File: src/rtl/cic_pkg.sv
// Shared definitions for the microphone front end and the per-channel delay
// line downstream of it: PCM word width, CIC shape and the PCM sample type.
package cic_pkg;

  localparam int PCM_W      = 19;
  localparam int CIC_ORDER  = 3;
  localparam int CIC_DECIM  = 64;
  // Raw CIC output is unsigned in [0, 2^18]; subtracting the mid-point
  // centres it around zero.
  localparam int PCM_OFFSET = 2**17;

  typedef logic signed [PCM_W-1:0] pcm_t;

endpackage

File: src/rtl/pdm_cic_decimator_if.sv
// PCM sample stream from the decimator to its consumer.
//   pcm_data  : signed PCM word, held between strobes
//   pcm_valid : one-cycle strobe marking a new pcm_data word
// master = producer (decimator), slave = consumer (delay line).
interface pdm_cic_decimator_if;
  import cic_pkg::*;

  pcm_t pcm_data;
  logic pcm_valid;

  modport master (output pcm_data, output pcm_valid);
  modport slave  (input  pcm_data, input  pcm_valid);

endinterface

File: src/rtl/pdm_cic_decimator_clk_gen.sv
// Microphone clock generator.
//   clk        : system clock
//   rst        : synchronous active-high reset
//   pdm_clk    : 50% duty microphone clock, period 2*CLK_HALF clk cycles
//   sample_stb : high in the last clk cycle of each pdm_clk high phase,
//                i.e. the cycle whose closing edge takes pdm_clk low
module pdm_clk_gen #(
  parameter int CLK_HALF = 25
) (
  input  logic clk,
  input  logic rst,
  output logic pdm_clk,
  output logic sample_stb
);

  localparam int CW = (CLK_HALF > 1) ? $clog2(CLK_HALF) : 1;

  logic [CW-1:0] half_cnt;
  logic          half_wrap;

  assign half_wrap = (half_cnt == CW'(CLK_HALF - 1));

  always_ff @(posedge clk) begin
    if (rst) begin
      half_cnt <= '0;
      pdm_clk  <= 1'b0;
    end else if (half_wrap) begin
      half_cnt <= '0;
      pdm_clk  <= ~pdm_clk;
    end else begin
      half_cnt <= half_cnt + 1'b1;
    end
  end

  // The data bit has had the whole high phase to settle through the
  // synchroniser, so it is taken just as pdm_clk falls.
  assign sample_stb = half_wrap & pdm_clk;

endmodule

File: src/rtl/pdm_cic_decimator.sv
// One microphone channel: generates pdm_clk, synchronises the 1-bit PDM
// stream and decimates it with an ORDER-stage CIC into signed PCM.
//   clk       : system clock (single domain)
//   rst       : synchronous active-high reset; discards any partial frame
//   pdm_data  : PDM bit from the microphone, asynchronous to clk
//   pdm_clk   : microphone clock
//   pcm       : master side of the PCM stream (pcm_data / pcm_valid)
// pcm_valid is held low for the first ORDER outputs after reset while the
// comb delays fill; pcm_data keeps updating during that time.
module pdm_cic_decimator
  import cic_pkg::*;
#(
  parameter int CLK_HALF = 25,
  parameter int DECIM    = CIC_DECIM,
  parameter int ORDER    = CIC_ORDER
) (
  input  logic                  clk,
  input  logic                  rst,
  input  logic                  pdm_data,
  output logic                  pdm_clk,
  pdm_cic_decimator_if.master   pcm
);

  localparam int DW = $clog2(DECIM);

  logic          sample_stb;
  logic          pdm_sync_p0;
  logic          pdm_sync_p1;
  logic [DW-1:0] dcnt;
  logic          frm_p0;
  logic [1:0]    warm;

  pcm_t integ     [ORDER];
  pcm_t integ_nxt [ORDER];
  pcm_t cdly      [ORDER];
  pcm_t comb_val  [ORDER+1];

  // Re-centre the unsigned CIC result; its range [0, 2^18] maps exactly
  // onto [-2^17, +2^17], so no clipping is ever needed.
  function automatic pcm_t to_pcm(input pcm_t y);
    return y - pcm_t'(PCM_OFFSET);
  endfunction

  pdm_clk_gen #(.CLK_HALF(CLK_HALF)) u_clk_gen (
    .clk        (clk),
    .rst        (rst),
    .pdm_clk    (pdm_clk),
    .sample_stb (sample_stb)
  );

  // Integrators chain within one sample so the newest bit is part of the
  // frame it closes; combs take the registered last integrator. All sums
  // wrap modulo 2^PCM_W on purpose: the comb differences undo the wrap.
  always_comb begin
    integ_nxt[0] = integ[0] + {{(PCM_W-1){1'b0}}, pdm_sync_p1};
    for (int i = 1; i < ORDER; i++)
      integ_nxt[i] = integ[i] + integ_nxt[i-1];
    comb_val[0] = integ[ORDER-1];
    for (int i = 0; i < ORDER; i++)
      comb_val[i+1] = comb_val[i] - cdly[i];
  end

  always_ff @(posedge clk) begin
    if (rst) begin
      pdm_sync_p0   <= 1'b0;
      pdm_sync_p1   <= 1'b0;
      dcnt          <= '0;
      frm_p0        <= 1'b0;
      warm          <= '0;
      for (int i = 0; i < ORDER; i++) begin
        integ[i] <= '0;
        cdly[i]  <= '0;
      end
      pcm.pcm_data  <= '0;
      pcm.pcm_valid <= 1'b0;
    end else begin
      // Stage p0/p1: two-flop synchroniser on the asynchronous PDM bit
      pdm_sync_p0 <= pdm_data;
      pdm_sync_p1 <= pdm_sync_p0;

      // Stage p0: integrate at the input rate, flag the frame-closing sample
      frm_p0 <= sample_stb && (dcnt == DW'(DECIM - 1));
      if (sample_stb) begin
        dcnt <= dcnt + 1'b1;
        for (int i = 0; i < ORDER; i++)
          integ[i] <= integ_nxt[i];
      end

      // Stage p1: combs at the decimated rate and the output register
      pcm.pcm_valid <= 1'b0;
      if (frm_p0) begin
        for (int i = 0; i < ORDER; i++)
          cdly[i] <= comb_val[i];
        pcm.pcm_data  <= to_pcm(comb_val[ORDER]);
        pcm.pcm_valid <= (warm == 2'(ORDER));
        if (warm != 2'(ORDER))
          warm <= warm + 1'b1;
      end
    end
  end

endmodule

File: src/flat_wrapper.sv
// flat-port wrapper written by rule: the top's interface ports become plain ports
module pdm_cic_decimator_flat import cic_pkg::*;
#(
  parameter int CLK_HALF = 25,
  parameter int DECIM    = CIC_DECIM,
  parameter int ORDER    = CIC_ORDER
)
  (clk, rst, pdm_data, pdm_clk, pcm_pcm_data, pcm_pcm_valid);
  pdm_cic_decimator_if pcm_i ();
  input  logic clk;
  input  logic rst;
  input  logic pdm_data;
  output logic pdm_clk;
  output wire logic [$bits(pcm_i.pcm_data)-1:0] pcm_pcm_data;
  output wire logic [$bits(pcm_i.pcm_valid)-1:0] pcm_pcm_valid;
  assign pcm_pcm_data = pcm_i.pcm_data;
  assign pcm_pcm_valid = pcm_i.pcm_valid;
  pdm_cic_decimator #(.CLK_HALF(CLK_HALF), .DECIM(DECIM), .ORDER(ORDER)) u_core (.clk(clk), .rst(rst), .pdm_data(pdm_data), .pdm_clk(pdm_clk), .pcm(pcm_i));
endmodule
File: config.mk
export PLATFORM = sky130hd
export DESIGN_NAME = pdm_cic_decimator_flat
export DESIGN_NICKNAME = d
export VERILOG_FILES = /design/src/rtl/cic_pkg.sv /design/src/rtl/pdm_cic_decimator_if.sv /design/src/rtl/pdm_cic_decimator_clk_gen.sv /design/src/rtl/pdm_cic_decimator.sv /design/src/flat_wrapper.sv
export SDC_FILE = /design/constraint.sdc
export NUM_CORES = 1
export LEC_CHECK = 0
export CAP_MARGIN = 40
export CORE_MARGIN = 1
export CORE_UTILIZATION = 29
export DETAILED_ROUTE_END_ITERATION = 6
export GPL_ROUTABILITY_DRIVEN = 1
export GPL_TIMING_DRIVEN = 0
export PLACE_DENSITY = 0.42
export SLEW_MARGIN = 30
export SYNTH_ARGS = -nofsm -noshare
export SYNTH_HDL_FRONTEND = slang
export SYNTH_HIERARCHICAL = 1
export SYNTH_SLANG_ARGS = --single-unit
File: constraint.sdc
create_clock -name clk -period 8.2 [get_ports clk]
set_input_delay 0.82 -clock clk [delete_from_list [all_inputs] [get_ports clk]]
set_output_delay 0.82 -clock clk [all_outputs]
set_load 0.03 [all_outputs]
==> impl_metrics.py <==
metrics = {
    "die": {
        "die-width_microns": 190,
        "io_pins": 24,
        "start_util_pct": 29.7,
        "rows": 68,
        "dieArea_sq_um": 36300,
        "coreArea_sq_um": 34700,
        "die_h_microns": 190,
    },
    "clock_network": {
        "path_clk_slew_ps": 70,
        "htree_levels": 4,
        "clk_latency_ps": 430,
        "clockRootBuffer": "clkbuf_16",
        "cts_buffer_depth": 2,
        "cts_resized": 0,
        "postCtsSetupBuffers": 0,
        "cts_tree": "yes",
        "postCtsHoldBufs": 0,
        "cts.sinks": 151,
        "cts_buffers": 17,
    },
    "critical_path": {
        "worst-setup-path-type": "reg2reg",
        "cp_max_fo": 5,
        "crit_path_start_kind": "register",
        "cp_data_required_time_ps": 8480,
        "arrival_ps": 6220,
        "r2r_cells": 27,
        "end_kind": "register",
    },
    "finish": {
        "area_growth_pct": 14.0,
        "stdcell_area_sq_um": 11700,
        "n_antenna_cell": 0,
        "nFillCells": 3532,
        "stdcell_count": 1547,
        "fin_nets": 1200,
        "drive_gt1_share_pct": 5.22,
    },
    "synth": {
        "synth_fp_nets": 1155,
        "synthArstFlopShare_pct": 0,
        "synth_fa_ha_area_share_pct": 14.7,
        "synth_top_family_by_area": "simple AND/OR/NAND/NOR gates",
        "synth_compound_area_share_pct": 13.6,
        "synth.mux.area_fraction_pct": 1.60,
        "syn_avg_cell_area_sq_um": 9.96,
        "synthCells": 1034,
        "synthXorXnorAreaFrac_pct": 8.30,
        "ys.flop_type": "edfxtp_1",
        "syn_area_sq_um": 10300,
        "synth_edf_count": 114,
        "yosysSeqAreaShare_pct": 40.4,
        "yosysUniqueCellTypes": 73,
        "ys_warn_count": 6,
        "ys_ff_latch": 151,
        "yosys.area_share.simple_pct": 17.4,
    },
    "drt": {
        "postRouteAntennaNets": 0,
        "drc": 0,
        "wirelength_microns": 20900,
        "viasPerCell": 4.58,
        "vias": 7086,
        "dr.pass1.iters": 5,
        "drt_iter0_markers": 224,
        "wl_per_cell_microns": 13.5,
    },
    "sta": {
        "skew_ps": 9.58,
        "final-setup-viol-count": 0,
        "finalHoldViolCount": 0,
        "post-route-min-period_ps": 5940,
        "slew_violations": 0,
        "hold_ws_ps": 449,
        "fin_crit_sh_pct": 72.4,
        "max_freq_ghz": 0.168,
        "slew_headroom_pct": 48.8,
        "fin_setup_tns_ps": 0,
        "rsz0062_at_grt": "no",
        "tightest_slew_ps": 768,
    },
    "placement": {
        "dp_cells": 1515,
        "portBuffers": 23,
        "hpwl_microns": 16000,
        "gp_congestion": 0.797,
        "placed_area_sq_um": 11200,
    },
    "global_routing": {
        "grt_max_degree": 33,
        "grt_remaining_overflow": 0,
        "grt_pass1_vias": 6921,
        "antenna_found_initial": 0,
        "globalRouteTotalUtil_pct": 12.2,
        "grt_pass1_wl_microns": 34700,
    },
    "pwr": {
        "power_leakage_nw": 4.90,
        "power.density_nw_per_um2": 204,
        "peakVddDrop_uv": 141,
        "fin_total_pwr_mw": 2.40,
    },
    "hold_path": {
        "holdPathStages": 2,
        "hold_class": "reg2reg",
    },
    "run_status": {
        "outcome": "finished clean",
    },
    "flow_run": {
        "drv_cap": 0,
    },
}
-- metal layers --
metal | wire length, microns | global-route usage (%) | vias up | share of wire, %
met1 | 10500 | 15.3 | 3228 | 50
li1 | - | - | 3790 | -
met2 | 9820 | 21.0 | 55 | 47
met4 | 229 | 3.88 | 0 | 1.1
met3 | 353 | 2.28 | 13 | 1.7
met5 | 0 | 0 | - | 0
-- registers in the layout, summed over array words and instances (netlist names) --
register,cells
u_core/pdm_sync_p1,1
u_core/frm_p0,1
u_core/pcm.pcm_data,19
u_core/dcnt,6
u_core/integ,57
u_core/pdm_sync_p0,1
u_core/u_clk_gen/half_cnt,5
u_core/pcm.pcm_valid,1
u_core/warm,2
u_core/u_clk_gen/pdm_clk,1
u_core/cdly,57
-- cell type report --
cell class,count,area (sq um),share of cell area [%]
sequential,151,4160,35.5
inverter,86,325,2.77
tap,455,569,4.85
clock buffer,19,475,4.05
buffer,19,78.8,0.672
multi-input combinational,778,5740,48.9
clock inverter,13,108,0.917
timing repair buffer,26,278,2.37
-- path summary, 6_finish.rpt --
| kind | start | end | slack [ps] |
|---|---|---|---|
| worst min-delay path | u_core/dcnt[5] | u_core/frm_p0 | 450 |
| worst max-delay path | u_core/integ[0][39] | u_core/pcm.pcm_data[18] | 2260 |
| worst max register to register | u_core/integ[0][39] | u_core/pcm.pcm_data[18] | 2260 |
| worst min register to register | u_core/dcnt[5] | u_core/frm_p0 | 450 |
-- worst max-delay path, cell delays in order (launching register included) --
cell	delay, ps
edfxtp_1	510
ha_1	320
nor2b_1	120
o21ai_0	200
a21boi_1	140
o211ai_1	250
nand2_1	80
a21oi_1	220
xnor2_1	160
ha_1	320
a21oi_1	200
nand2_1	70
o21ai_1	250
o21ai_1	210
o21a_1	210
nor2_1	110
xnor2_1	160
ha_1	280
ha_1	370
a21oi_1	160
o21ai_0	130
a2111o_1	380
nand2_1	100
o2111ai_1	140
a21oi_1	200
xnor2_1	90
xnor2_1	280
a211oi_1	110
-- where the power goes --
group | switching [mW] | internal [mW] | total [mW]
Combinational | 0.425 | 0.332 | 0.757
Sequential | 0.0121 | 0.841 | 0.853
Clock | 0.354 | 0.431 | 0.786
-- cells in the mapped netlist (all sizes together), types with 12 or more instances --
library cell	instances	area (sq um)
o21bai	18	135
nor3	23	115
nand2	39	154
mux2i	15	150
a21o	23	173
xor2	34	298
inv	86	323
and2	87	546
and3	16	101
ha	113	1410
nand3	22	110
nor2	91	342
a21oi	57	285
o21a	16	120
a31oi	12	75.1
o21ai	42	210
edfxtp	114	3420
xnor2	61	534
dfxtp	37	741
clkbuf	16	60.1
nor2b	13	81.3
-- metrics by stage --
step                setup slack, ps  util (%)
finish                         2260      33.8
global route                   1510      33.8
CTS                            2120      33.8
detailed placement             2150      32.1
global placement               2150      32.0
floorplan                      3130         -
-- kinds of logic (layout without fill, tap and decap cells) --
family	Yosys count	in the layout
xor gates and xnor gates	96	96
AOI/OAI and AO/OA	215	215
and+or+nand+nor	333	333
buffers and inverters	105	163
DFF	151	151
adders and majority gates	118	118
muxes	16	16
-- layout by cell type (no fill, tap or decap), drive strengths merged, types with 37 or more instances in the layout --
cell type	n
a21oi	57
nor2	91
inv	92
dfxtp	37
ha	113
o21ai	42
and2	87
edfxtp	114
nand2	39
xnor2	61
No activity file was read; power rests on OpenSTA's default activity.
